==> src/rtl/key_expansion_pkg.sv <==
// Shared constants and types for the AES-128 round-key generator.
// Holds the round count, the Rcon table and the controller state encoding.
package key_expansion_pkg;

    localparam int NR_DEFAULT = 10;

    typedef enum logic {
        IDLE   = 1'b0,
        ACTIVE = 1'b1
    } state_t;

    // Rcon[r] for r = 1..10; any other index yields zero.
    function automatic logic [7:0] rcon(input logic [3:0] r);
        logic [7:0] val;
        case (r)
            4'd1:    val = 8'h01;
            4'd2:    val = 8'h02;
            4'd3:    val = 8'h04;
            4'd4:    val = 8'h08;
            4'd5:    val = 8'h10;
            4'd6:    val = 8'h20;
            4'd7:    val = 8'h40;
            4'd8:    val = 8'h80;
            4'd9:    val = 8'h1b;
            4'd10:   val = 8'h36;
            default: val = 8'h00;
        endcase
        return val;
    endfunction

endpackage

==> src/rtl/key_expansion_if.sv <==
// Key load / round-key handshake bundle between the key source, the generator
// and the AddRoundKey consumer.
interface key_expansion_if;
    logic        start_in;
    logic [31:0] K0_in;
    logic [31:0] K1_in;
    logic [31:0] K2_in;
    logic [31:0] K3_in;
    logic        ready_in;
    logic [31:0] D0_out;
    logic [31:0] D1_out;
    logic [31:0] D2_out;
    logic [31:0] D3_out;
    logic        valid_out;
    logic [3:0]  round_out;
    logic        busy_out;
    logic        done_out;

    modport master (
        output start_in, K0_in, K1_in, K2_in, K3_in, ready_in,
        input  D0_out, D1_out, D2_out, D3_out, valid_out, round_out, busy_out, done_out
    );

    modport slave (
        input  start_in, K0_in, K1_in, K2_in, K3_in, ready_in,
        output D0_out, D1_out, D2_out, D3_out, valid_out, round_out, busy_out, done_out
    );
endinterface

==> src/rtl/key_expansion_aes_sbox.sv <==
// Combinational AES S-box: multiplicative inverse in GF(2^8) followed by the
// affine transform, computed rather than tabulated.
module aes_sbox (
    input  logic [7:0] data,
    output logic [7:0] sub
);

    function automatic logic [7:0] gf_mul(input logic [7:0] x, input logic [7:0] y);
        logic [7:0] p;
        logic [7:0] a;
        p = 8'h00;
        a = x;
        for (int i = 0; i < 8; i++) begin
            if (y[i]) p = p ^ a;
            a = {a[6:0], 1'b0} ^ (a[7] ? 8'h1b : 8'h00);
        end
        return p;
    endfunction

    // x^254 == x^-1 for nonzero x, and maps 0 to 0 as the S-box requires.
    function automatic logic [7:0] gf_inv(input logic [7:0] x);
        logic [7:0] r;
        logic [7:0] s;
        r = 8'h01;
        s = x;
        for (int k = 1; k < 8; k++) begin
            s = gf_mul(s, s);
            r = gf_mul(r, s);
        end
        return r;
    endfunction

    logic [7:0] inv;

    always_comb begin
        inv = gf_inv(data);
        sub = inv ^ {inv[6:0], inv[7]} ^ {inv[5:0], inv[7:6]}
                  ^ {inv[4:0], inv[7:5]} ^ {inv[3:0], inv[7:4]} ^ 8'h63;
    end

endmodule

==> src/rtl/key_expansion.sv <==
// AES-128 key expansion: streams round keys 0..NR to a consumer, one per accepted transfer.
//   state  | meaning
//   IDLE   | waiting for start_in; outputs hold last values (zero after reset)
//   ACTIVE | round key presented; advances on valid_out & ready_in
module key_expansion
    import key_expansion_pkg::*;
#(
    parameter int NR = NR_DEFAULT
) (
    input  logic            clk,
    input  logic            rst_n,
    key_expansion_if.slave  bus
);

    state_t      state_q, state_d;
    logic [31:0] w0_q, w1_q, w2_q, w3_q;
    logic [31:0] w0_d, w1_d, w2_d, w3_d;
    logic [3:0]  round_q, round_d;
    logic        done_q, done_d;

    logic [31:0] rot_word;
    logic [31:0] sub_word;
    logic [31:0] t_word;
    logic [31:0] n0, n1, n2, n3;

    assign rot_word = {w3_q[23:0], w3_q[31:24]};

    for (genvar i = 0; i < 4; i++) begin : g_sbox
        aes_sbox u_sbox (
            .data (rot_word[8*i +: 8]),
            .sub  (sub_word[8*i +: 8])
        );
    end

    assign t_word = sub_word ^ {rcon(round_q + 4'd1), 24'h000000};
    assign n0     = w0_q ^ t_word;
    assign n1     = w1_q ^ n0;
    assign n2     = w2_q ^ n1;
    assign n3     = w3_q ^ n2;

    always_comb begin
        state_d = state_q;
        w0_d    = w0_q;
        w1_d    = w1_q;
        w2_d    = w2_q;
        w3_d    = w3_q;
        round_d = round_q;
        done_d  = 1'b0;
        case (state_q)
            IDLE: begin
                if (bus.start_in) begin
                    state_d = ACTIVE;
                    w0_d    = bus.K0_in;
                    w1_d    = bus.K1_in;
                    w2_d    = bus.K2_in;
                    w3_d    = bus.K3_in;
                    round_d = 4'd0;
                end
            end
            ACTIVE: begin
                // start_in is deliberately not looked at here.
                if (bus.ready_in) begin
                    if (round_q == 4'(NR)) begin
                        state_d = IDLE;
                        round_d = 4'd0;
                        done_d  = 1'b1;
                    end else begin
                        w0_d    = n0;
                        w1_d    = n1;
                        w2_d    = n2;
                        w3_d    = n3;
                        round_d = round_q + 4'd1;
                    end
                end
            end
            default: state_d = IDLE;
        endcase
    end

    always_ff @(posedge clk or negedge rst_n) begin
        if (!rst_n) begin
            state_q <= IDLE;
            w0_q    <= 32'h0;
            w1_q    <= 32'h0;
            w2_q    <= 32'h0;
            w3_q    <= 32'h0;
            round_q <= 4'd0;
            done_q  <= 1'b0;
        end else begin
            state_q <= state_d;
            w0_q    <= w0_d;
            w1_q    <= w1_d;
            w2_q    <= w2_d;
            w3_q    <= w3_d;
            round_q <= round_d;
            done_q  <= done_d;
        end
    end

    assign bus.D0_out    = w0_q;
    assign bus.D1_out    = w1_q;
    assign bus.D2_out    = w2_q;
    assign bus.D3_out    = w3_q;
    assign bus.round_out = round_q;
    assign bus.valid_out = (state_q == ACTIVE);
    assign bus.busy_out  = (state_q == ACTIVE);
    assign bus.done_out  = done_q;

endmodule

==> src/flat_wrapper.sv <==
// flat-port wrapper written by rule: the top's interface ports become plain ports
module key_expansion_flat import key_expansion_pkg::*;
#(
    parameter int NR = NR_DEFAULT
)
  (clk, rst_n, bus_start_in, bus_K0_in, bus_K1_in, bus_K2_in, bus_K3_in, bus_ready_in, bus_D0_out, bus_D1_out, bus_D2_out, bus_D3_out, bus_valid_out, bus_round_out, bus_busy_out, bus_done_out);
  key_expansion_if bus_i ();
  input  logic clk;
  input  logic rst_n;
  input wire logic [$bits(bus_i.start_in)-1:0] bus_start_in;
  input wire logic [$bits(bus_i.K0_in)-1:0] bus_K0_in;
  input wire logic [$bits(bus_i.K1_in)-1:0] bus_K1_in;
  input wire logic [$bits(bus_i.K2_in)-1:0] bus_K2_in;
  input wire logic [$bits(bus_i.K3_in)-1:0] bus_K3_in;
  input wire logic [$bits(bus_i.ready_in)-1:0] bus_ready_in;
  output wire logic [$bits(bus_i.D0_out)-1:0] bus_D0_out;
  output wire logic [$bits(bus_i.D1_out)-1:0] bus_D1_out;
  output wire logic [$bits(bus_i.D2_out)-1:0] bus_D2_out;
  output wire logic [$bits(bus_i.D3_out)-1:0] bus_D3_out;
  output wire logic [$bits(bus_i.valid_out)-1:0] bus_valid_out;
  output wire logic [$bits(bus_i.round_out)-1:0] bus_round_out;
  output wire logic [$bits(bus_i.busy_out)-1:0] bus_busy_out;
  output wire logic [$bits(bus_i.done_out)-1:0] bus_done_out;
  assign bus_i.start_in = bus_start_in;
  assign bus_i.K0_in = bus_K0_in;
  assign bus_i.K1_in = bus_K1_in;
  assign bus_i.K2_in = bus_K2_in;
  assign bus_i.K3_in = bus_K3_in;
  assign bus_i.ready_in = bus_ready_in;
  assign bus_D0_out = bus_i.D0_out;
  assign bus_D1_out = bus_i.D1_out;
  assign bus_D2_out = bus_i.D2_out;
  assign bus_D3_out = bus_i.D3_out;
  assign bus_valid_out = bus_i.valid_out;
  assign bus_round_out = bus_i.round_out;
  assign bus_busy_out = bus_i.busy_out;
  assign bus_done_out = bus_i.done_out;
  key_expansion #(.NR(NR)) u_core (.clk(clk), .rst_n(rst_n), .bus(bus_i));
endmodule
==> config.mk <==
export PLATFORM = sky130hd
export DESIGN_NAME = key_expansion_flat
export DESIGN_NICKNAME = d
export VERILOG_FILES = /design/src/rtl/key_expansion_pkg.sv /design/src/rtl/key_expansion_if.sv /design/src/rtl/key_expansion_aes_sbox.sv /design/src/rtl/key_expansion.sv /design/src/flat_wrapper.sv
export SDC_FILE = /design/constraint.sdc
export NUM_CORES = 2
export LEC_CHECK = 0
export CAP_MARGIN = 10
export CORE_UTILIZATION = 40
export CTS_BUF_LIST = sky130_fd_sc_hd__clkbuf_8
export CTS_CLUSTER_DIAMETER = 150
export CTS_CLUSTER_SIZE = 8
export DETAILED_ROUTE_END_ITERATION = 10
export SETUP_SLACK_MARGIN = 0.05
export SYNTH_ARGS = -nofsm -noshare
export SYNTH_HDL_FRONTEND = slang
export SYNTH_SLANG_ARGS = --single-unit
==> constraint.sdc <==
create_clock -name clk -period 20.1 [get_ports clk]
set_input_delay 6.03 -clock clk [delete_from_list [all_inputs] [get_ports clk]]
set_output_delay 6.03 -clock clk [all_outputs]
set_load 0.005 [all_outputs]
==> out/metrics.yaml <==
worstReg2RegStart: "u_core.bus.D3_out[23]"
synth_warnings: 0
drt_wl_total_um: 218000
antenna_left: 0
ys_seq_area_frac: 0.0526
r2r_slack_ns: 1.41
insertion_delay_ns: 0.68
synth_edf_count: 0
drt_pre_antenna_iters: 7
ys_types: 122
synth.most_common_cell: "xnor2_1"
grt_pass1_vias: 57314
hold_start: "u_core.bus.D2_out[9]"
syn_nets: 8540
synthFlopType: "dfrtp_1"
cp.arrival_ns: 19.19
fin_skew_ns: 0.0722
synthAdderAreaFrac: 0.00507
max_freq_ghz: 0.0535
path_common_cell: "xnor2_1"
finalWorstPathRequiredPeriod_ns: 18.69
status: "finished, final reports clean"
grt_pass1_wl_um: 338000
grt_usage: 0.260
max_stage_delay_ns: 1.05
drcViolationCount: 0
synth_top_cell_by_area: "xnor2_1"
worst_pin_slew_ns: 1.25
setup_viol_count_final: 0
rsz0062_at_grt: "false"
clockRootBuffer: "clkbuf_8"
reg2reg_depth: 53
start_util: 0.403
h-tree-depth: 4
min_to: "u_core.bus.D2_out[9]"
synth.area.top_cells: "xnor2_1, xnor3_1, nor2_1, xor2_1, dfrtp_1"
synth_commonest_cells: "xnor2_1, nor2_1, nand2_1"
ys_async_sr_fraction: 1.00
gp_congestion: 0.965
worstSetupPathType: "reg -> reg"
max-slew-margin-rel: 0.163
slowest_stage: "xnor3_1"
clk_path_buf_depth: 2
drive_gt1_frac: 0.0891
die-area_um2: 161000
die_h_um: 401
synth-seq-cells: 134
cap_violations: 0
final_max_slew_viol_count: 0
grt_max_degree: 117
muxShareOfSynthArea: 0.0481
grt-ovfl-total: 0
routedWlPerCell_um: 20.8
coreArea_um2: 158000
io_buffers: 266
dp_hpwl_um: 162000
syn_area_um2: 63700
drt_iter0_markers: 5712
syn_area_per_cell_um2: 7.60
synth-compound-area-share: 0.184
cp-end-kind: "flip-flop"
yosys.area_share.xor_xnor: 0.472
vias: 61028
fin_setup_tns_ns: 0
stdcell_area_um2: 69500
synth_top_area_share: 0.217
area_growth_pct: 9.06
synth_cells: 8383
clk_pin_slew_ns: 0.11
ioPinCount: 267
holdPathStages: 2
cts_buffers: 17
postCtsHoldBufs: 0
antenna_found_initial: 6
hold_class: "reg -> reg"
fp.dieW_um: 401
fin_crit_sh: 0.930
required_ns: 20.60
viasPerCell: 5.81
synth_top_family_by_area: "XOR/XNOR gates"
hold_violations: 0
synthSimpleGateAreaFrac: 0.193
crit_fanout: 31
cp-start-kind: "flip-flop"
post_dp_cell_area_um2: 69000
r2r-end: "u_core.bus.D2_out[25]"
cts_tree: "yes"
fp-row-count: 146
finish.net_count: 8572
clock_sinks: 134
## how the worst max path moves through the flow
| stage | endpoint | cells past startpoint | slack (ns) | from |
|---|---|---|---|---|
| after floorplan | u_core.bus.D3_out[30] | 64 | 4.33 | u_core.bus.D3_out[16] |
| after detailed placement | u_core.bus.D1_out[28] | 51 | 1.12 | u_core.bus.D3_out[23] |
| after CTS | u_core.bus.D1_out[28] | 51 | 1.04 | u_core.bus.D3_out[23] |
| after global routing | u_core.bus.D3_out[26] | 51 | 0.19 | u_core.bus.D3_out[23] |
| final | u_core.bus.D2_out[25] | 53 | 1.41 | u_core.bus.D3_out[23] |
| after global placement | u_core.bus.D3_out[28] | 52 | 1.40 | u_core.bus.D3_out[23] |
## what timing repair did
action,in CTS,in global routing
setup buffers,0,0
resized for setup,0,4
endpoints found under the setup margin,0,27
## layout by cell type, fill, tap and decap left out, types with 24 or more instances in the layout
cell type	Yosys	final
or2_2	33	33
a221oi_1	31	31
nor3_1	226	226
o221ai_1	24	24
mux2_2	49	49
o211ai_1	62	62
a21oi_1	480	480
a22oi_1	72	72
nand2_1	870	868
inv_1	76	76
and3_1	55	55
or3_1	39	39
a21o_1	24	24
a31oi_1	78	77
o21ai_1	24	24
and2_1	53	53
a211oi_1	95	95
o31ai_1	25	25
buf_4	70	297
nand2b_1	36	36
xor2_2	34	44
o21ai_0	454	454
dfrtp_1	134	132
o22ai_1	172	172
mux2i_1	238	238
xor2_1	472	460
nor2b_1	49	48
xnor2_2	112	143
xor3_1	42	42
nand3_1	192	191
nor2_1	1140	1138
xnor3_1	324	324
ha_1	25	25
clkdlybuf4s50_1	0	265
xnor2_1	1581	1550
xnor3_2	28	28
## logic make-up after synthesis
logic type	Yosys count
mux	295
fa+ha+maj	26
simple gates	2821
xor+xnor	2621
buf+inv	648
compound gates	1838
flops	134
## stage by stage
stage                     cells  setup WS [ns]  utilization  hold slack [ns]
after floorplan            8383           4.33            -            0.496
after global placement    10467           1.40        0.436            0.502
after detailed placement  10467           1.12        0.436            0.518
final                     10503           1.41        0.439            0.541
after CTS                 10499           1.04        0.439            0.542
after global routing      10501          0.191        0.439            0.579
## registers in the layout, indices dropped and copies added (netlist names)
| name | flops |
|---|---|
| u_core.bus.D0_out | 32 |
| u_core.bus.D1_out | 32 |
| u_core.bus.D2_out | 32 |
| u_core.bus.D3_out | 32 |
| u_core.bus.round_out | 4 |
| u_core.bus.busy_out | 1 |
| u_core.bus.done_out | 1 |
## cell type report
type / instances / area (um2)
multi-input cells: 7601 / 57800
clock buffers: 17 / 234
fillers: 15847 / 88700
clock inverters: 15 / 151
diodes: 3 / 7.51
well taps: 2072 / 2590
inverters: 97 / 364
flip-flops and latches: 134 / 3360
repair buffers: 564 / 4910
## layer usage
layer / share of wire / vias to the layer above / track usage / routed length (um)
li1: - / 29100 / - / -
met1: 0.45 / 29327 / 0.364 / 98500
met2: 0.45 / 2357 / 0.418 / 98800
met3: 0.076 / 240 / 0.0414 / 16700
met4: 0.020 / 4 / 0.0583 / 4290
met5: 0.00014 / - / 0 / 31
## worst max-delay path, delay by kind of cell, from the launching register on
family	cells	cell delay, ns
simple gates	7	1.85
compound gates	9	2.29
mux	4	0.77
fa+ha+maj	3	1.48
xor+xnor	27	10.58
flops	1	0.70
buf+inv	3	0.83
Power is left out: the tool's default activity adds up to more than one toggle a clock period on the data nets, which glitch-free logic cannot reach.
